==> src/rtl/xseq_player_pkg.sv <==
// Shared definitions for the sequence player: register map, CTRL/STATUS bit positions,
// FSM state encoding and the symbol-to-LED one-hot helper.
package xseq_player_pkg;

   localparam logic [1:0] ADDR_CTRL   = 2'd0;
   localparam logic [1:0] ADDR_LEN    = 2'd1;
   localparam logic [1:0] ADDR_STATUS = 2'd2;
   localparam logic [1:0] ADDR_RSVD   = 2'd3;

   localparam int CTRL_START  = 0;
   localparam int CTRL_APPEND = 1;
   localparam int CTRL_CLEAR  = 2;
   localparam int CTRL_LOOP   = 3;

   localparam int STAT_BUSY = 0;
   localparam int STAT_DONE = 1;
   localparam int STAT_FULL = 2;

   typedef enum logic [1:0] {
      ST_IDLE = 2'd0,
      ST_ON   = 2'd1,
      ST_OFF  = 2'd2,
      ST_FIN  = 2'd3
   } state_t;

   function automatic logic [7:0] sym_onehot(input logic [2:0] s);
      sym_onehot = 8'b1 << s;
   endfunction

endpackage

==> src/rtl/xseq_player_if.sv <==
// Register bus plus CPU LED request channel between the host side and the player.
// master = host/decoder side, slave = player side.
interface xseq_player_if;
   logic       cfg_we;
   logic [1:0] cfg_addr;
   logic [7:0] cfg_wdata;
   logic [7:0] cfg_rdata;
   logic       cpu_led_we;
   logic [7:0] cpu_led_data;

   modport master (
      output cfg_we, cfg_addr, cfg_wdata, cpu_led_we, cpu_led_data,
      input  cfg_rdata
   );

   modport slave (
      input  cfg_we, cfg_addr, cfg_wdata, cpu_led_we, cpu_led_data,
      output cfg_rdata
   );
endinterface

==> src/rtl/xtick_gen.sv <==
// Tick prescaler: one-cycle tick every TICK_DIV clocks, restartable from zero via clr.
// Latency: first tick TICK_DIV cycles after clr.
// Backpressure: none, free-running.
module xtick_gen #(
   parameter int TICK_DIV = 50000
) (
   input  logic clk,
   input  logic rst,
   input  logic clr,
   output logic tick
);
   localparam int CW = (TICK_DIV > 1) ? $clog2(TICK_DIV) : 1;
   localparam logic [CW-1:0] LAST = CW'(TICK_DIV - 1);

   logic [CW-1:0] cnt_q;

   always_ff @(posedge clk or negedge rst) begin
      if (!rst) begin
         cnt_q <= '0;
      end else if (clr || (cnt_q == LAST)) begin
         cnt_q <= '0;
      end else begin
         cnt_q <= cnt_q + 1'b1;
      end
   end

   assign tick = (cnt_q == LAST);
endmodule

==> src/rtl/xseq_player.sv <==
// Symbol sequence player: records lfsr symbols, replays them as one-hot LED loads.
// Latency: LED load strobe one cycle after each phase entry; CPU LED writes pass through same cycle in IDLE.
// Backpressure: none; CPU LED writes dropped while busy. Optional loop mode: XSEQ_LOOP_EN.
module xseq_player
   import xseq_player_pkg::*;
#(
   parameter int DEPTH     = 16,
   parameter int TICK_DIV  = 50000,
   parameter int ON_TICKS  = 8,
   parameter int OFF_TICKS = 4
) (
   input  logic               clk,
   input  logic               rst,
   xseq_player_if.slave       cfg,
   input  logic [2:0]         lfsr_in,
   output logic               led_sel,
   output logic [7:0]         led_data,
   output logic               busy,
   output logic               done
);
   localparam int AW   = $clog2(DEPTH);
   localparam int LW   = AW + 1;
   localparam int TMAX = (ON_TICKS > OFF_TICKS) ? ON_TICKS : OFF_TICKS;
   localparam int TW   = (TMAX > 1) ? $clog2(TMAX) : 1;
   localparam logic [LW-1:0] LEN_FULL = LW'(DEPTH);
   localparam logic [TW-1:0] ON_LAST  = TW'(ON_TICKS - 1);
   localparam logic [TW-1:0] OFF_LAST = TW'(OFF_TICKS - 1);

   state_t          state_q, state_nx;
   logic [LW-1:0]   len_q, len_nx, len_c;
   logic [LW-1:0]   idx_q, idx_nx, idx_inc;
   logic [TW-1:0]   tcnt_q, tcnt_nx;
   logic            done_q, done_nx;
   logic            psel_q, psel_nx;
   logic [7:0]      pdat_q, pdat_nx;
   logic            enter, tick, ctrl_wr, clr_wr, run, sym_we, cpu_pass;
   logic [2:0]      sym_first;
   logic [2:0]      sym_mem [DEPTH];
   logic            unused_wdata;
`ifdef XSEQ_LOOP_EN
   logic            loop_q, loop_nx;
`endif

   assign ctrl_wr  = cfg.cfg_we && (cfg.cfg_addr == ADDR_CTRL);
   assign clr_wr   = ctrl_wr && cfg.cfg_wdata[CTRL_CLEAR];
   assign busy     = (state_q != ST_IDLE);
   // CLEAR is applied first, so APPEND/START in the same write see an idle, empty player.
   assign run      = busy && !clr_wr;
   assign len_c    = clr_wr ? '0 : len_q;
   assign idx_inc  = idx_q + 1'b1;
   assign sym_we   = ctrl_wr && cfg.cfg_wdata[CTRL_APPEND] && !run && (len_c != LEN_FULL);
   assign sym_first = (sym_we && (len_c == '0)) ? lfsr_in : sym_mem[0];
   assign unused_wdata = ^cfg.cfg_wdata[7:CTRL_LOOP];

   always_ff @(posedge clk) begin
      if (sym_we) begin
         sym_mem[len_c[AW-1:0]] <= lfsr_in;
      end
   end

   xtick_gen #(.TICK_DIV(TICK_DIV)) u_tick (
      .clk  (clk),
      .rst  (rst),
      .clr  (enter),
      .tick (tick)
   );

   always_ff @(posedge clk or negedge rst) begin
      if (!rst) begin
         state_q <= ST_IDLE;
         len_q   <= '0;
         idx_q   <= '0;
         tcnt_q  <= '0;
         done_q  <= 1'b0;
         psel_q  <= 1'b0;
         pdat_q  <= '0;
`ifdef XSEQ_LOOP_EN
         loop_q  <= 1'b0;
`endif
      end else begin
         state_q <= state_nx;
         len_q   <= len_nx;
         idx_q   <= idx_nx;
         tcnt_q  <= tcnt_nx;
         done_q  <= done_nx;
         psel_q  <= psel_nx;
         pdat_q  <= pdat_nx;
`ifdef XSEQ_LOOP_EN
         loop_q  <= loop_nx;
`endif
      end
   end

   always_comb begin
      state_nx = state_q;
      len_nx   = len_c;
      idx_nx   = idx_q;
      tcnt_nx  = tcnt_q;
      done_nx  = done_q;
      psel_nx  = 1'b0;
      pdat_nx  = '0;
      enter    = 1'b0;
`ifdef XSEQ_LOOP_EN
      loop_nx  = loop_q;
`endif
      if (clr_wr) begin
         done_nx = 1'b0;
         if (busy) begin
            state_nx = ST_IDLE;
            psel_nx  = 1'b1;
            enter    = 1'b1;
         end
      end
      if (sym_we) begin
         len_nx = len_c + 1'b1;
      end
      if (run) begin
         case (state_q)
            ST_ON: begin
               if (tick) begin
                  if (tcnt_q == ON_LAST) begin
                     state_nx = ST_OFF;
                     psel_nx  = 1'b1;
                     enter    = 1'b1;
                  end else begin
                     tcnt_nx = tcnt_q + 1'b1;
                  end
               end
            end
            ST_OFF: begin
               if (tick) begin
                  if (tcnt_q == OFF_LAST) begin
                     enter = 1'b1;
                     if (idx_q == len_q - 1'b1) begin
                        state_nx = ST_FIN;
                     end else begin
                        state_nx = ST_ON;
                        idx_nx   = idx_inc;
                        psel_nx  = 1'b1;
                        pdat_nx  = sym_onehot(sym_mem[idx_inc[AW-1:0]]);
                     end
                  end else begin
                     tcnt_nx = tcnt_q + 1'b1;
                  end
               end
            end
            ST_FIN: begin
               enter = 1'b1;
`ifdef XSEQ_LOOP_EN
               if (loop_q) begin
                  state_nx = ST_ON;
                  idx_nx   = '0;
                  psel_nx  = 1'b1;
                  pdat_nx  = sym_onehot(sym_mem[0]);
               end else begin
                  state_nx = ST_IDLE;
                  done_nx  = 1'b1;
               end
`else
               state_nx = ST_IDLE;
               done_nx  = 1'b1;
`endif
            end
            default: ;
         endcase
      end else if (ctrl_wr && cfg.cfg_wdata[CTRL_START]) begin
         done_nx = 1'b0;
         idx_nx  = '0;
         enter   = 1'b1;
`ifdef XSEQ_LOOP_EN
         loop_nx = cfg.cfg_wdata[CTRL_LOOP];
`endif
         if (len_nx != '0) begin
            state_nx = ST_ON;
            psel_nx  = 1'b1;
            pdat_nx  = sym_onehot(sym_first);
         end else begin
            state_nx = ST_FIN;
         end
      end
      if (enter) begin
         tcnt_nx = '0;
      end
   end

   // Player loads beat CPU writes; the CPU path is only open while idle and out of reset.
   assign cpu_pass = rst && !busy && cfg.cpu_led_we;
   assign led_sel  = psel_q || cpu_pass;
   assign led_data = psel_q ? pdat_q : (cpu_pass ? cfg.cpu_led_data : 8'h00);
   assign done     = done_q;

   always_comb begin
      cfg.cfg_rdata = '0;
      case (cfg.cfg_addr)
         ADDR_LEN: cfg.cfg_rdata = 8'(len_q);
         ADDR_STATUS: begin
            cfg.cfg_rdata[STAT_BUSY] = busy;
            cfg.cfg_rdata[STAT_DONE] = done_q;
            cfg.cfg_rdata[STAT_FULL] = (len_q == LEN_FULL);
         end
         ADDR_CTRL, ADDR_RSVD: cfg.cfg_rdata = '0;
         default: ;
      endcase
   end
endmodule

==> src/flat_wrapper.sv <==
// flat-port wrapper written by rule: the top's interface ports become plain ports
module xseq_player_flat import xseq_player_pkg::*;
#(
   parameter int DEPTH     = 16,
   parameter int TICK_DIV  = 50000,
   parameter int ON_TICKS  = 8,
   parameter int OFF_TICKS = 4
)
  (clk, rst, lfsr_in, led_sel, led_data, busy, done, cfg_cfg_we, cfg_cfg_addr, cfg_cfg_wdata, cfg_cpu_led_we, cfg_cpu_led_data, cfg_cfg_rdata);
  xseq_player_if cfg_i ();
  input  logic clk;
  input  logic rst;
  input  logic [2:0] lfsr_in;
  output logic led_sel;
  output logic [7:0] led_data;
  output logic busy;
  output logic done;
  input wire logic [$bits(cfg_i.cfg_we)-1:0] cfg_cfg_we;
  input wire logic [$bits(cfg_i.cfg_addr)-1:0] cfg_cfg_addr;
  input wire logic [$bits(cfg_i.cfg_wdata)-1:0] cfg_cfg_wdata;
  input wire logic [$bits(cfg_i.cpu_led_we)-1:0] cfg_cpu_led_we;
  input wire logic [$bits(cfg_i.cpu_led_data)-1:0] cfg_cpu_led_data;
  output wire logic [$bits(cfg_i.cfg_rdata)-1:0] cfg_cfg_rdata;
  assign cfg_i.cfg_we = cfg_cfg_we;
  assign cfg_i.cfg_addr = cfg_cfg_addr;
  assign cfg_i.cfg_wdata = cfg_cfg_wdata;
  assign cfg_i.cpu_led_we = cfg_cpu_led_we;
  assign cfg_i.cpu_led_data = cfg_cpu_led_data;
  assign cfg_cfg_rdata = cfg_i.cfg_rdata;
  xseq_player #(.DEPTH(DEPTH), .TICK_DIV(TICK_DIV), .ON_TICKS(ON_TICKS), .OFF_TICKS(OFF_TICKS)) u_core (.clk(clk), .rst(rst), .cfg(cfg_i), .lfsr_in(lfsr_in), .led_sel(led_sel), .led_data(led_data), .busy(busy), .done(done));
endmodule
==> config.mk <==
export PLATFORM = sky130hd
export DESIGN_NAME = xseq_player_flat
export DESIGN_NICKNAME = d
export VERILOG_FILES = /design/src/rtl/xseq_player_pkg.sv /design/src/rtl/xseq_player_if.sv /design/src/rtl/xtick_gen.sv /design/src/rtl/xseq_player.sv /design/src/flat_wrapper.sv
export SDC_FILE = /design/constraint.sdc
export NUM_CORES = 1
export LEC_CHECK = 0
export ABC_CLOCK_PERIOD_IN_PS = 3900
export BUFFER_PORTS_ARGS = -buffer_cell sky130_fd_sc_hd__clkbuf_2
export CORE_MARGIN = 4
export CORE_UTILIZATION = 50
export DETAILED_ROUTE_END_ITERATION = 8
export GPL_ROUTABILITY_DRIVEN = 0
export PLACE_DENSITY_LB_ADDON = 0.1
export RECOVER_POWER = 100
export SETUP_SLACK_MARGIN = 0.5
export SLEW_MARGIN = 20
export SYNTH_ARGS = -nofsm -noshare
export SYNTH_HDL_FRONTEND = slang
export SYNTH_SLANG_ARGS = --single-unit
==> constraint.sdc <==
create_clock -name clk -period 3.9 [get_ports clk]
set_clock_uncertainty 0.05 [all_clocks]
set_input_delay 0.39 -clock clk [delete_from_list [all_inputs] [get_ports clk]]
set_output_delay 0.39 -clock clk [all_outputs]
set_load 0.02 [all_outputs]
==> results.md <==
- Dominant cell type by area after synthesis: edfxtp_1
- CP Data Arrival Time: 3.26 ns
- Clk sinks: about 90
- Leakage: slightly above 2 nW
- Resized cells post-CTS: 0
- Worst EP required: 4.07 ns
- Synth cell types: 74
- Final setup margin: between 0.8 and 0.9 ns
- Final-stage net count: 470
- Detail Route Antenna Nets: 0
- Cells after synthesis: between 300 and 400
- Initial antenna violation count: 0
- CTS tree: yes
- RSZ-0062 raised after global routing: no
- Hold Buf Count CTS: 0
- Cell family with the largest share of critical-path delay: compound AO/OA/AOI/OAI gates
- Hold depth: 4
- Avg Vias per Cell: approximately 5.6
- Startpoint Class: register
- Finished Cell Area: approximately 0.0052 mm2
- Synthesized area per cell: 12.3 um2
- R2R setup slack: 0.81 ns
- Setup_tns: 0 ns
- DRT iter0 DRCs: 127
- Final non-filler cell total: 565
- # H-tree levels: 3
- Gr usage total: roughly 18%
- FP Rows: 35
- CP endpoint kind: register
- Synth Register Bits: 89
- Total global routing overflow: 0
- Reg2Reg Depth: 8
- Critical path class: register to register
- Failing checks: capacitance limit, slew limit
- Largest net degree at the start of global routing: between 40 and 50
- Hold/Removal Path Class: input pin to register
- Initial Util: between 50% and 60%
- Top_reg_cell synth: edfxtp_1
- Total setup buffers inserted after CTS: 0
- Synth top area cells: edfxtp_1, dfrtp_1, mux4_1
- Ports: 44
- Max VDD drop: approximately 0.30 mV
- First-pass GRT wire length: 16.1 mm
- Post-Route Utilization: 56.0%
- DRC errors left: 0
- Dpl cells: around 550
- DIE AREA: roughly 0.011 mm2
- Vias: between 3k and 4k
- WL/cell: ~17 um
- Max Slew Vio Count: 42
- Design Power: about 2.5 mW
- Cell Chain, Critical Path: inv_1, ha_1, o21ai_0, or2_0, o21ai_0, a31o_1, o31ai_4, o32ai_1
- Post-synth top cells: edfxtp_1, dfrtp_1, nor2_1
- WP buf/inv: 1
- Die height: roughly 110 um
- Placed cell area: 0.00510 mm2
- Layout fillers: 826
- Post-route clock period utilization: a little under 80%
- Worst-path maximum fanout: 10
- Area grow syn2layout: 7.73%
- Drt total wl: just under 10 mm
- Synthesis Warnings: 0
- # setup viols final: 0
- Slew margin rel.: -49.9%
- Final hold viol count: 0
- Achievable Freq: ~320 MHz
- Largest stage delay on the critical path: 0.73 ns
- # diodes: 0
- Share of cells above drive strength 1: roughly 13%
- Tightest Pin Transition: approximately 2.2 ns
- Ys async rst share: 46.1%
- Hold EP: u_core.idx_q[4]
- Pre-CTS setup slack: between 0.9 and 1 ns
- Top-area cell type share of the netlist area: between 20 and 30%
- Status: complete, but fails checks
- Period minus WS final: between 3 and 4 ns
- HPWL after DPL: around 7 mm
- Die X: around 110 um
- FF-to-FF End: u_core.pdat_q[7]
- Number of global-route vias before repair: approximately 3.1k
- Min Hold Slack: around 0.45 ns
- Cell area after synthesis: between 0.004 and 0.005 mm2
- Post-synth EDFFs: 48
- TritonCTS buffer count: 9
- Crit path top cell by count: o21ai_0
- PwrDens: between 400 and 500 mW/mm2
- RR Startpoint: u_core.state_q[1]
- Max stage delay cell, worst path: o21ai_0
- Count leader, synth: edfxtp_1
- Max-cap violations: 1
- Core area: between 0.009 and 0.01 mm2
- Drt pass-1 iters: 5
- Worst-path clk slew: around 0.1 ns
- Clk root buf: clkbuf_8
- Clock buffer depth: 2
- Number of port buffers: 35
- Post-synthesis sequential area ratio: roughly half
- Clock latency at the later pin of the worst-skew pair: ~0.35 ns
- Hold Path Origin: cfg_cfg_wdata[0]
cells by family after synthesis:
logic type      share of synthesized area (%)
flops                                    50.7
xor+xnor                                 4.50
simple gates                             17.1
compound gates                           11.2
other cells                            0.0770
fa+ha+maj                                3.60
buf+inv                                  4.50
mux                                      8.38
cell type report:
type,instances,area [um2],share of cell area [%]
inverters,19,71.3,1.36
repair buffers,40,183,3.48
multi-input cells,272,2150,41.0
clock buffers,9,124,2.36
flip-flops and latches,89,2470,47.0
well taps,129,161,3.08
clock inverters,7,88.8,1.69
per-layer routing:
metal	part of all wire, %	wire length [um]	vias up	global-route usage [%]
li1	-	-	1546	-
met2	49	4790	77	30.4
met3	4.2	411	6	3.07
met1	46	4420	1562	24.8
met4	0.66	64	0	4.38
met5	0	0	-	0
flip-flops by register name (all words and copies together), names as in the netlist:
signal,flops
u_core.sym_mem,48
u_core.u_tick.cnt_q,16
u_core.pdat_q,8
u_core.idx_q,5
u_core.len_q,5
u_core.tcnt_q,3
u_core.state_q,2
u_core.done,1
u_core.psel_q,1
tightest hold or removal path: stages:
cell,delay (ns)
clkbuf_2,0.07
inv_1,0.08
nor2_8,0.18
a21oi_1,0.09
where the power goes:
group / switching (mW) / internal, mW
Clock: 0.352 / 0.308
Sequential: 0.0814 / 1.05
Combinational: 0.439 / 0.233
Total: 0.873 / 1.59
worst max-delay path by stage:
| stage | start | endpoint | slack (ns) | cells after the start |
|---|---|---|---|---|
| after floorplan | cfg_cfg_addr[1] | u_core.pdat_q[0] | 1.48 | 11 |
| after global placement | cfg_cfg_addr[1] | u_core.pdat_q[3] | 0.98 | 10 |
| after detailed placement | cfg_cfg_addr[1] | u_core.pdat_q[5] | 0.93 | 10 |
| after CTS | u_core.state_q[1] | led_data[1] | 1.12 | 6 |
| after global routing | u_core.state_q[1] | u_core.pdat_q[7] | 0.59 | 8 |
| final | u_core.state_q[1] | u_core.pdat_q[7] | 0.81 | 8 |
layout by cell type, fill, tap and decap left out, types with 2 or more instances in the layout:
cell       count
inv_1         19
nand3_1       16
clkinv_4       2
nor3_1         6
xnor2_1       15
o211ai_1       2
xor2_1        10
o21ai_1        2
and4_2         2
o21ai_0       13
a31oi_1        2
nor2_8         2
clkbuf_1      20
mux4_1        12
mux4_2         3
nor2_1        38
and2_0        15
o32ai_1        8
o2bb2ai_1      4
nor2_2         2
nand2b_1       5
dfrtp_1       41
buf_4          3
clkbuf_2      17
nand4_1        8
edfxtp_1      48
a221oi_1       2
nor4bb_1       2
a21oi_1        6
nand2_1       21
and3_1         7
nor3b_1        3
o31ai_1        3
or2_2          2
ha_1          14
conb_1         3
inv_6          2
clkbuf_8       9
a22o_1         9
(Power assumes the default switching activity.)
